===== src/rtl/fir_fold_ctrl.sv =====
// Folded FIR controller: one shared signed MAC walks all taps of a circular sample
// history per accepted input, with a runtime-writable coefficient file.
module fir_fold_ctrl #(
    parameter int unsigned nbtap = 8,
    parameter int unsigned dsize = 16
) (
    input  logic                       clk,
    input  logic                       rst,
    input  logic                       coef_we,
    input  logic [$clog2(nbtap)-1:0]   coef_addr,
    input  logic signed [dsize-1:0]    coef_data,
    output logic                       coef_ack,
    input  logic                       in_valid,
    output logic                       in_ready,
    input  logic signed [dsize-1:0]    datain,
    output logic                       out_valid,
    input  logic                       out_ready,
    output logic signed [2*dsize-1:0]  firout
);

    localparam int unsigned AW = $clog2(nbtap);
    localparam int unsigned PW = 2 * dsize;
    localparam logic [AW-1:0] KLast = AW'(nbtap - 1);

    typedef enum logic [1:0] {StIdle, StMac, StDone} state_e;

    state_e                  state_q;
    logic [AW-1:0]           k_q;
    logic [AW-1:0]           wr_ptr_q;
    logic signed [PW-1:0]    acc_q;
    logic signed [PW-1:0]    acc_d;
    logic signed [PW-1:0]    firout_q;
    logic                    out_valid_q;
    logic                    coef_ack_q;
    logic signed [dsize-1:0] delay_q [nbtap];
    logic signed [dsize-1:0] coef_q  [nbtap];

    logic [AW-1:0]           rd_idx;
    logic signed [PW-1:0]    coef_ext;
    logic signed [PW-1:0]    samp_ext;
    logic signed [PW-1:0]    prod;

    function automatic logic signed [dsize-1:0] def_coef(input int unsigned idx);
        int v;
        case (idx)
            0, 7:    v = 7;
            1, 6:    v = 14;
            2, 5:    v = -138;
            3, 4:    v = 129;
            default: v = 0;
        endcase
        return dsize'(v);
    endfunction

    // x[n-k] lives k slots behind the newest sample; AW-bit subtraction wraps mod nbtap.
    always_comb begin
        rd_idx   = wr_ptr_q - k_q;
        coef_ext = PW'(coef_q[k_q]);
        samp_ext = PW'(delay_q[rd_idx]);
        prod     = coef_ext * samp_ext;
        acc_d    = acc_q + prod;
    end

    always_ff @(posedge clk) begin
        if (rst) begin
            state_q     <= StIdle;
            k_q         <= '0;
            wr_ptr_q    <= '0;
            acc_q       <= '0;
            firout_q    <= '0;
            out_valid_q <= 1'b0;
            coef_ack_q  <= 1'b0;
            for (int unsigned i = 0; i < nbtap; i++) begin
                delay_q[i] <= '0;
                coef_q[i]  <= def_coef(i);
            end
        end else begin
            coef_ack_q <= 1'b0;
            unique case (state_q)
                StIdle: begin
                    // Coefficient writes only land here, so one result never mixes old and new.
                    if (coef_we) begin
                        coef_q[coef_addr] <= coef_data;
                        coef_ack_q        <= 1'b1;
                    end
                    if (in_valid) begin
                        delay_q[wr_ptr_q] <= datain;
                        acc_q             <= '0;
                        k_q               <= '0;
                        state_q           <= StMac;
                    end
                end
                StMac: begin
                    acc_q <= acc_d;
                    k_q   <= k_q + 1'b1;
                    if (k_q == KLast) begin
                        firout_q    <= acc_d;
                        out_valid_q <= 1'b1;
                        wr_ptr_q    <= wr_ptr_q + 1'b1;
                        state_q     <= StDone;
                    end
                end
                StDone: begin
                    if (out_ready) begin
                        out_valid_q <= 1'b0;
                        state_q     <= StIdle;
                    end
                end
                default: state_q <= StIdle;
            endcase
        end
    end

    assign in_ready  = (state_q == StIdle) && !rst;
    assign out_valid = out_valid_q;
    assign firout    = firout_q;
    assign coef_ack  = coef_ack_q;

endmodule


===== config.mk =====
export PLATFORM = sky130hd
export DESIGN_NAME = fir_fold_ctrl
export DESIGN_NICKNAME = d
export VERILOG_FILES = /design/src/rtl/fir_fold_ctrl.sv
export SDC_FILE = /design/constraint.sdc
export NUM_CORES = 1
export LEC_CHECK = 0
export ABC_AREA = 1
export CAP_MARGIN = 40
export CORE_MARGIN = 2
export CORE_UTILIZATION = 40
export CTS_BUF_LIST = sky130_fd_sc_hd__clkbuf_8
export DETAILED_ROUTE_END_ITERATION = 8
export PLACE_DENSITY = 0.65
export SLEW_MARGIN = 20
export SYNTH_ARGS = -nofsm -noshare
export SYNTH_HDL_FRONTEND = slang
export SYNTH_SLANG_ARGS = --single-unit

===== constraint.sdc =====
create_clock -name clk -period 16.31 [get_ports clk]
set_clock_uncertainty 0.05 [all_clocks]
set_input_delay 3.262 -clock clk [delete_from_list [all_inputs] [get_ports clk]]
set_output_delay 3.262 -clock clk [all_outputs]
set_load 0.005 [all_outputs]

# Word-level counts from Yosys, hierarchy flattened

Memories as Yosys holds them, arrays and structs flattened. A register that Yosys moved wholly into a read port is not among the register bits.
Index checks and enable logic that the tools add are counted.

Flip-flop bits (word level): 74
RAM bits: 256
Bits of input ports: 40
Output and inout port bits: 35
Word-level logic and storage cells: 64
Memories: 2

$add $sub $neg: 4
Multipliers: 1
Equality and inequality tests: 6
Mux-type cells: 33
Reductions and logical operators: 11

Memories:

| memory  | depth | width | read ports | clocked after memory_dff | wr ports | RTL line | source |
|---|---|---|---|---|---|---|---|
| coef_q  | 8     | 16    | 1          | 1                        | 8        | 36       | `logic signed [dsize-1:0] coef_q [nbtap];` |
| delay_q | 8     | 16    | 1          | 0                        | 8        | 35       | `logic signed [dsize-1:0] delay_q [nbtap];` |

Operator list:

| cell                                                                   | number |
|---|---|
| 16-bit 2-to-1 mux                                                      | 6 |
| 32-bit case mux with 2 select lines                                    | 1 |
| 32-bit adder                                                           | 1 |
| 16-bit by 16-bit multiplier with 32-bit output                         | 1 |
| 32-bit 2-to-1 mux                                                      | 1 |
| 16-bit OR reduction                                                    | 2 |
| 3-bit 2-to-1 mux                                                       | 5 |
| 1-bit 2-to-1 mux                                                       | 14 |
| 3-bit by 1-bit adder with 3-bit output (second input constant)         | 2 |
| 2-bit 2-to-1 mux                                                       | 3 |
| 2-bit inequality test (second input constant)                          | 3 |
| 2-bit case mux with 3 select lines                                     | 1 |
| 3-bit case mux with 2 select lines                                     | 1 |
| 3-bit AND reduction                                                    | 2 |
| 2-bit AND reduction                                                    | 2 |
| 2-bit nonzero test                                                     | 2 |
| 3-bit equality test (second input constant)                            | 1 |
| 3-bit subtractor                                                       | 1 |
| 2-bit by 1-bit equality test with 1-bit output (second input constant) | 1 |
| 2-bit equality test (second input constant)                            | 1 |
| 2-bit zero test                                                        | 1 |
| 1-bit case mux with 2 select lines                                     | 1 |
| 1-bit logical AND                                                      | 1 |
| 1-bit zero test                                                        | 1 |

# Logic depth before layout (Yosys ltp)

Gate-level depths: netlist of run 1.

Depth after elaboration: 6
Gate-level depth with buffers: 42
Gate-level depth less buffers: 40

# Worst setup path after synthesis of run 1

Ideal clock, no wire load.

Path type: register to register
Start point: reg wr_ptr_q[0]
End point: reg firout_q[31], in the netlist firout[31]
Setup time: 0.109 ns
Arrival time: 6.949 ns
Required time: 16.151 ns
Setup slack: 9.202 ns
Stages on the path, launching flop included: 34
Path buffers: 2
Clock period less this slack: 7.108 ns
Cell sequence: dfxtp_1 -> inv_1 -> ha_1 -> inv_1 -> fa_1 -> inv_2 -> buf_2 -> buf_2 -> a32o_1 -> nand2_1 -> nand2_1 -> nor2_1 -> fa_1 -> inv_1 -> fa_1 -> inv_1 -> fa_1 -> fa_1 -> inv_1 -> fa_1 -> fa_1 -> inv_1 -> ha_1 -> inv_1 -> nor3_1 -> nand2_1 -> o21ai_0 -> nor2_1 -> inv_1 -> nand2_2 -> nand2_1 -> nand2_1 -> nand2_1 -> inv_1

Longest elaborated chain between the ends: 4

Ends and longest elaborated chain:

| item                                           | RTL line | source |
|---|---|---|
| start: declaration                             | 29       | `logic [AW-1:0] wr_ptr_q;` |
| start signal: assignment                       | 99       | `wr_ptr_q <= wr_ptr_q + 1'b1;` |
| 3-bit subtractor                               | 57       | `rd_idx = wr_ptr_q - k_q;` |
| memory read 8 x 16 bit                         | -        |  |
| 16-bit by 16-bit multiplier with 32-bit output | 60       | `prod = coef_ext * samp_ext;` |
| 32-bit adder                                   | 61       | `acc_d = acc_q + prod;` |
| end signal: assignment                         | 70       | `firout_q <= '0;` |
| end signal: assignment                         | 97       | `firout_q <= acc_d;` |
| end: declaration                               | 32       | `logic signed [PW-1:0] firout_q;` |

Every way passes these cells.
A chain may end at the register's enable or synchronous reset.

# Final worst setup path of run 1

Start point: reg wr_ptr_q[0]
End point: reg acc_q[27]

Longest elaborated chain between the ends: 5

Ends and longest elaborated chain:

| item                                           | RTL line | source |
|---|---|---|
| 3-bit subtractor                               | 57       |  |
| memory read 8 x 16 bit                         | -        |  |
| 16-bit by 16-bit multiplier with 32-bit output | 60       |  |
| 32-bit adder                                   | 61       |  |
| 32-bit case mux with 2 select lines            | 79       | `unique case (state_q)` |
| end signal: assignment                         | 69       | `acc_q <= '0;` |
| end signal: assignment                         | 88       | `acc_q <= '0;` |
| end signal: assignment                         | 94       | `acc_q <= acc_d;` |
| end: declaration                               | 30       | `logic signed [PW-1:0] acc_q;` |

Every way passes these cells.

==> results of run 1 <==
flip-flops by register name, indices dropped and copies added, names as in the netlist, named ones only:
signal     flops
acc_q         32
coef_ack       1
state_q        2
out_valid      1
delay_q      128
k_q            3
coef_q       128
wr_ptr_q       3
firout        32
synth_stat cells, drive strengths merged:
library cell	number	area (um^2)
nand2	636	2480
inv	536	2010
nor2	424	1600
fa	293	5870
edfxtp	256	7690
a21oi	122	622
ha	102	1280
o21ai	78	413
dfxtp	77	1540
clkbuf	50	188
buf	49	267
a32o	48	480
nand3	44	255
o21bai	25	191
xor2	19	166
o22ai	12	75.1
xnor2	9	78.8
nor3	8	45.0
clkinv	7	26.3
o211ai	6	50.1
nand3b	5	37.5
a21boi	4	30.0
nand4	4	25.0
a21o	3	22.5
o21a	3	22.5
a31oi	1	6.26
o2111ai	1	8.76
or2	1	6.26
critical path: cells and delay by family, from the launching register on:
family,cells,cell delay (ps)
xor gates and xnor gates,1,250
DFF,1,350
buffers and inverters,9,1710
and+or+nand+nor,9,1420
adders and majority gates,8,4180
AOI/OAI and AO/OA,3,440
logic make-up (layout without fill, tap and decap cells):
| group | count (synthesis) | in the layout | synth area share |
|---|---|---|---|
| DFF | 333 | 333 | 0.362 |
| AOI/OAI and AO/OA | 303 | 303 | 0.0754 |
| adders and majority gates | 395 | 395 | 0.280 |
| buffers and inverters | 642 | 752 | 0.0978 |
| xor gates and xnor gates | 28 | 28 | 0.00962 |
| and+or+nand+nor | 1122 | 1122 | 0.175 |
worst min path at each step:
stage,endpoint,startpoint
6_report,firout[3],firout[3]
5_1_grt,acc_q[2],acc_q[2]
4_1_cts,firout[3],firout[3]
3_5_place_dp,firout[3],firout[3]
3_3_place_gp,firout[3],firout[3]
2_1_floorplan,acc_q[5],acc_q[5]
per-layer routing:
layer  vias to the layer above  wire length, um
li1                       8892                -
met3                       117             4790
met5                         -                0
met4                         0             1990
met1                      9360            29300
met2                       703            32300
metrics by stage:
stage | setup WS (ps) | util | hold slack, ps | cells
floorplan | 9200 | - | 395 | 2823
global placement | 7730 | 0.427 | 405 | 3659
detailed placement | 7880 | 0.431 | 406 | 3671
CTS | 7770 | 0.447 | 417 | 3769
global route | 7170 | 0.450 | 442 | 3779
finish | 7740 | 0.450 | 414 | 3779
cell type report:
| type | count | area (um^2) | area share |
|---|---|---|---|
| clock buffer | 57 | 785 | 0.0277 |
| clock inverter | 41 | 255 | 0.00900 |
| inverter | 543 | 2040 | 0.0718 |
| multi-input combinational | 1848 | 13800 | 0.485 |
| sequential | 333 | 9230 | 0.325 |
| tap | 846 | 1060 | 0.0373 |
| timing repair buffer | 111 | 1240 | 0.0437 |
==> metrics.txt, run 1 <==
busiest layer in global routing met2; # DRC 0; Die Footprint 65700 um^2; CTS max path bufs 3; number of global-route vias before repair roughly 20000; most frequent cells in the layout nand2_1, inv_1, nor2_1; CP peak stage delay about 780 ps; fin. max-slew vios 0; Setup Total Neg Slack 0 ps; detailed-router iteration count before antenna repair 5; GRT Overall Usage 0.212; final net count 3324; initial DRC count 1340; Area growth syn-to-layout 11.3%; # resized after CTS 0; TritonCTS clock tree built; Max Freq 117 MHz; CP Class reg -> reg; H-tree depth 2; critical-path maximum fanout between 60 and 70; WL/cell 18.1 um; PortBufs 74; RR Startpoint wr_ptr_q[0]; Global Route met3 Usage 0.0308; Mean Syn Cell Area 9.03 um^2; Starting Density 0.404; die width 256 um; crit start category flop; Slowest-stage cell, CP fa_1; Syn Inst Count 2823; critical path capture point acc_q[27]; Relative slew margins 0.439; Max Cap Viol 0; CTS clk-pin slew, worst paths around 60 ps; CTS root buffer clkbuf_8; status completed; #FFs+latches synth roughly 330; GRT overflow 0; clock buffer count from CTS 52; Netlist cell types 42; core area 63100 um^2; via count 19100; GP Congestion 0.941; clock sink count 333; post-route cell area 28400 um^2; RSZ-0062 raised after global routing false; slew at the pin closest to its max-slew limit 840 ps; share of cells above drive strength 1 0.0539; fin crit period 8570 ps; setup bufs post-CTS 0; Arr. time, crit path 9070 ps; Antenna Violating Nets Remaining 0; drt via density 5.05; sequential share of the synthesized area 0.362; most common cell after layout, fill and taps aside nand2_1; antenna violations before repair 0; Post-DP HPWL 50.7 mm; Routed WL 68.4 mm; Worst R2R End acc_q[27]; Post-CTS Hold Fix Bufs 0; Hold Path Stages 2; Die H ~260 um; worst setup path startpoint wr_ptr_q[0]; # diodes 0; final setup fails 0; worst r2r path cells 30; placed cell areas 27200 um^2; Syn Nets about 3300; clock latency on the worst-skew pair roughly 670 ps; FILL cells 6218; post-synthesis cell area 25500 um^2; final clock period utilization by the worst path 0.526; Hold WC Path Type reg -> reg; CP Capture Type flop; Required @ worst endpoint approximately 17000 ps; r2r setup slk 7740 ps; met1 usage in global routing 0.284; largest net degree at the start of global routing 66; I/O pin cnt 75; Synth Warn # 0; first-pass GRT wire length 110 mm; met2 usage 0.357; Hold Fails Final Rpt 0; row count 92
Power of run 1 is left out: the tool's default activity adds up to more than one toggle a clock period on the data nets, which glitch-free logic cannot reach.
==> run 2: changes to the inputs <==
==> constraint.sdc (replaced) <==
create_clock -name clk -period 8.94 [get_ports clk]
set_clock_uncertainty 0.05 [all_clocks]
set_input_delay 1.788 -clock clk [delete_from_list [all_inputs] [get_ports clk]]
set_output_delay 1.788 -clock clk [all_outputs]
set_load 0.005 [all_outputs]
==> run 2 against run 1 <==
  * Flip-flop and latch count unchanged
  * Sequential share of layout area down 0.18 points
  * Wire length up 2.1%
  * Largest cell class unchanged
==> metrics.txt, run 2 (synthesis gave the netlist of run 1 again) <==
status completed; WL/cell 18.4 um (+1.4%); busiest layer in global routing met2; GP Congestion 0.940 (-0.12%); CTS max path bufs 3 (unchanged); critical path capture point acc_q[22]; met2 usage 0.349 (-0.00790); Crit path top cell by count inv_1; Routed WL 69.8 mm (+2.1%); final net count 3346 (+0.66%); RSZ-0062 raised after global routing false; CP peak stage delay 550 ps (-230 ps); I/O pin cnt 75 (unchanged); Hold Fails Final Rpt 0 (unchanged); Hold WC Path Type reg -> reg; most frequent cells in the layout nand2_1, inv_1, nor2_1; Post-CTS Hold Fix Bufs 0 (unchanged); CP Class reg -> reg; via count 19300 (+1.1%); met1 usage in global routing 0.283 (-0.000423); CTS clk-pin slew, worst paths 60 ps (about the same); first-pass GRT wire length 112 mm (+2.2%); GRT overflow 0 (unchanged); # resized after CTS 0 (unchanged); Worst R2R End acc_q[22]; detailed-router iteration count before antenna repair 6 (+1); # DRC 0 (unchanged); crit start category flop; Setup Total Neg Slack 0 ps (unchanged); post-route cell area 28500 um^2 (+0.56%); die width 256 um (unchanged); worst setup path startpoint wr_ptr_q[0]; HP Start firout[3]; PortBufs 74 (unchanged); Starting Density 0.404 (unchanged); RR Startpoint wr_ptr_q[0]; critical-path maximum fanout 30 (-54%); Max Cap Viol 0 (unchanged); Required @ worst endpoint 9470 ps (-7340 ps); initial DRC count 1408 (+5.1%); setup bufs post-CTS 0 (unchanged); core area 63100 um^2 (unchanged); share of cells above drive strength 1 0.0636 (+0.00969); Antenna Violating Nets Remaining 0 (unchanged); slew at the pin closest to its max-slew limit 864 ps (+23.5 ps); GRT Overall Usage 0.218 (+0.00569); Die Footprint 65700 um^2 (unchanged); antenna violations before repair 1 (+1); Global Route met3 Usage 0.0455 (+0.0146); CTS root buffer clkbuf_8; Arr. time, crit path 8820 ps (-250 ps); r2r setup slk 650 ps (-7090 ps); FILL cells 6177 (-0.66%); worst r2r path cells 35 (+17%); placed cell areas 27200 um^2 (+0.22%); clock sink count 333 (unchanged); H-tree depth 2 (unchanged); Post-DP HPWL 51.4 mm (+1.4%); Die H 256 um (unchanged); fin crit period 8290 ps (-283 ps); largest net degree at the start of global routing 65 (-1.5%); Area growth syn-to-layout 12.0%; Slowest-stage cell, CP fa_1; Relative slew margins 0.423 (-0.0157); most common cell after layout, fill and taps aside nand2_1; clock buffer count from CTS 55 (+5.8%); CP Capture Type flop; final clock period utilization by the worst path 0.927 (+0.402); Largest regs coef_q x128, delay_q x128; fin. max-slew vios 0 (unchanged); row count 92 (unchanged); final setup fails 0 (unchanged); # diodes 0 (unchanged); clock latency on the worst-skew pair 680 ps (about the same); number of global-route vias before repair 20200 (+2.4%); Max Freq 121 MHz (+3.4%); TritonCTS clock tree built; drt via density 5.07 (+0.41%)
==> run 2: cell types whose count changed in the layout (fill, tap and decap cells not counted), moves of 2 or more <==
cell,previous run,this run
buf_16,5,0
buf_4,15,39
buf_6,2,4
bufinv_16,2,7
clkbuf_8,57,55
clkinv_1,15,24
clkinv_2,3,12
inv_1,554,540
==> run 2: per-layer routing <==
layer  vias to the layer above  share of wire
met5                         -        0.00037
met4                         4          0.051
met3                       195          0.085
met2                       829           0.45
met1                      9315           0.41
li1                       8933              -
==> run 2: cell type report <==
type	instances	area, um^2	area share
repair buffers	130	1270	0.0445
clock buffers	55	757	0.0265
multi-input cells	1848	13800	0.483
inverters	543	2040	0.0714
clock inverters	49	412	0.0144
well taps	846	1060	0.0371
flip-flops and latches	333	9230	0.324
==> run 2: worst max-delay path: cells and delay by family (launching register included) <==
| kind | cells | cell delay [ps] |
|---|---|---|
| AO/OA/AOI/OAI | 4 | 690 |
| buffers and inverters | 12 | 1740 |
| XOR/XNOR | 1 | 380 |
| adder cells (fa/ha/maj) | 9 | 4070 |
| flip-flops | 1 | 320 |
| AND/OR/NAND/NOR | 9 | 970 |
==> run 2: stage by stage <==
stage / hold slack, ps / worst slack, ps / std cells / utilization
6_report: 417 / 651 / 3804 / 0.452
5_1_grt: 440 / 178 / 3804 / 0.452
4_1_cts: 418 / 719 / 3795 / 0.450
3_5_place_dp: 404 / 768 / 3691 / 0.432
3_3_place_gp: 403 / 799 / 3683 / 0.430
2_1_floorplan: 395 / 1830 / 2823 / -
==> run 2: how the worst min path moves through the flow <==
stage           endpoint  slack, ps  depth (start not counted)
2_1_floorplan   acc_q[5]        400                          2
3_3_place_gp   firout[1]        400                          2
3_5_place_dp   firout[3]        400                          2
4_1_cts        out_valid        420                          2
5_1_grt        acc_q[15]        440                          2
6_report       firout[3]        420                          2
Power of run 2 is left out for the same reason.
==> run 3: changes to the inputs <==
--- a/config.mk
+++ b/config.mk
@@ -12,6 +12,7 @@
 export CTS_BUF_LIST = sky130_fd_sc_hd__clkbuf_8
 export DETAILED_ROUTE_END_ITERATION = 8
 export PLACE_DENSITY = 0.65
+export REMOVE_ABC_BUFFERS = 1
 export SLEW_MARGIN = 20
 export SYNTH_ARGS = -nofsm -noshare
 export SYNTH_HDL_FRONTEND = slang
==> run 3 against run 2 <==
  * Cell area fell by 0.36%
  * Cell count fell by 0.24%
  * Die area did not move
  * Non-clock buffer count fell by 9
  * Register-to-register slack improved by 70 ps
  * Global-route usage fell by 0.52 points
  * Clock-buffer cell count rose by 6
  * Critical endpoint is now firout[31]
==> metrics.txt, run 3 (synthesis gave the netlist of run 1 again) <==
CTS root buffer clkbuf_8; antenna violations before repair 2 (+1); drt via density 5.04 (-0.54%); CTS max path bufs 3 (unchanged); PortBufs 74 (unchanged); CP peak stage delay 570 ps (+20 ps); # DRC 0 (unchanged); Largest regs coef_q x128, delay_q x128; status completed; initial DRC count 1416 (+0.57%); Antenna Violating Nets Remaining 0 (unchanged); critical path capture point firout[31]; clock sink count 333 (unchanged); Hold WC Path Type reg -> reg; core area 63100 um^2 (unchanged); Arr. time, crit path 8730 ps (-90 ps); final net count 3337 (-0.27%); GP Congestion 0.931 (-0.88%); worst setup path startpoint wr_ptr_q[0]; GRT Overall Usage 0.213 (-0.00516); Crit path top cell by count inv_1; Area growth syn-to-layout 11.6%; CTS clk-pin slew, worst paths 60 ps (about the same); most common cell after layout, fill and taps aside nand2_1; Setup WS pre-CTS 785 ps (+16.5 ps); Hold Fails Final Rpt 0 (unchanged); via count 19100 (-0.77%); Starting Density 0.404 (unchanged); Setup Total Neg Slack 0 ps (unchanged); clock buffer count from CTS 55 (unchanged); CP Capture Type flop; Routed WL 68.5 mm (-1.9%); fin worst setup slack 719 ps (+67.9 ps); r2r setup slk 720 ps (+70 ps); Post-DP HPWL 50.5 mm (-1.6%); final setup fails 0 (unchanged); Relative slew margins 0.443 (+0.0199); share of cells above drive strength 1 0.0594 (-0.00419); Post-CTS Hold Fix Bufs 0 (unchanged); row count 92 (unchanged); Slowest-stage cell, CP fa_1; Max Cap Viol 0 (unchanged); Required @ worst endpoint 9450 ps (-20 ps); first-pass GRT wire length 110 mm (-2.1%); CP Class reg -> reg; placed cell areas 27200 um^2 (-0.26%); worst r2r path cells 35 (unchanged); slew at the pin closest to its max-slew limit 834 ps (-29.7 ps); setup bufs post-CTS 0 (unchanged); RSZ-0062 raised after global routing false; critical-path maximum fanout 30 (unchanged); most frequent cells in the layout nand2_1, inv_1, nor2_1; die width 256 um (unchanged); final clock period utilization by the worst path 0.920 (-0.00760); crit start category flop; fin crit period 8220 ps (-67.9 ps); H-tree depth 2 (unchanged); Die Footprint 65700 um^2 (unchanged); Hold Path Stages 2 (unchanged); HP Start firout[3]; largest net degree at the start of global routing 65 (unchanged); RR Startpoint wr_ptr_q[0]; Worst R2R End firout[31]; FILL cells 6181 (+0.065%); WL/cell 18.0 um (-1.7%); GRT overflow 0 (unchanged); clock latency on the worst-skew pair 690 ps (about the same); post-route cell area 28400 um^2 (-0.36%); number of global-route vias before repair 19800 (-1.9%); Die H 256 um (unchanged); # resized after CTS 0 (unchanged); fin. max-slew vios 0 (unchanged); Max Freq 122 MHz (+0.83%); TritonCTS clock tree built; I/O pin cnt 75 (unchanged); detailed-router iteration count before antenna repair 8 (+2)
-- run 3: critical path, delay by kind of cell (launching register included) --
kind	cells	cell delay [ps]
adder cells (fa/ha/maj)	9	4150
buffers and inverters	11	1480
AND/OR/NAND/NOR	14	1860
AO/OA/AOI/OAI	1	240
flip-flops	1	320
-- run 3: area by class of cell --
class	instances	area, um^2	area share
flip-flops and latches	333	9230	0.325
clock buffers	61	840	0.0295
repair buffers	121	1200	0.0421
clock inverters	42	290	0.0102
diodes	1	2.50	0.0000880
well taps	846	1060	0.0372
inverters	543	2040	0.0717
multi-input cells	1848	13800	0.484
-- run 3: worst min path at each step --
stage / endpoint / slack (ps)
after floorplan: acc_q[0] / 390
after global placement: firout[3] / 400
after detailed placement: firout[3] / 410
after CTS: firout[3] / 420
after global routing: firout[3] / 440
final: firout[3] / 410
-- run 3: metrics by stage --
step	hold slack, ps	util	instances
after floorplan	389	-	2724
after global placement	404	0.429	3675
after detailed placement	407	0.431	3682
after CTS	418	0.449	3785
after global routing	438	0.451	3795
final	413	0.451	3795
-- run 3: routing by layer --
metal  vias up  global-route usage  part of all wire  wire length [um]
met4         2              0.0786             0.036              2440
met3       133              0.0332             0.073              4970
met5         -                   0           0.00019                13
li1       8919                   -                 -                 -
met1      9392               0.275              0.41             28100
met2       681               0.361              0.48             32900
Power of run 3 is left out for the same reason.
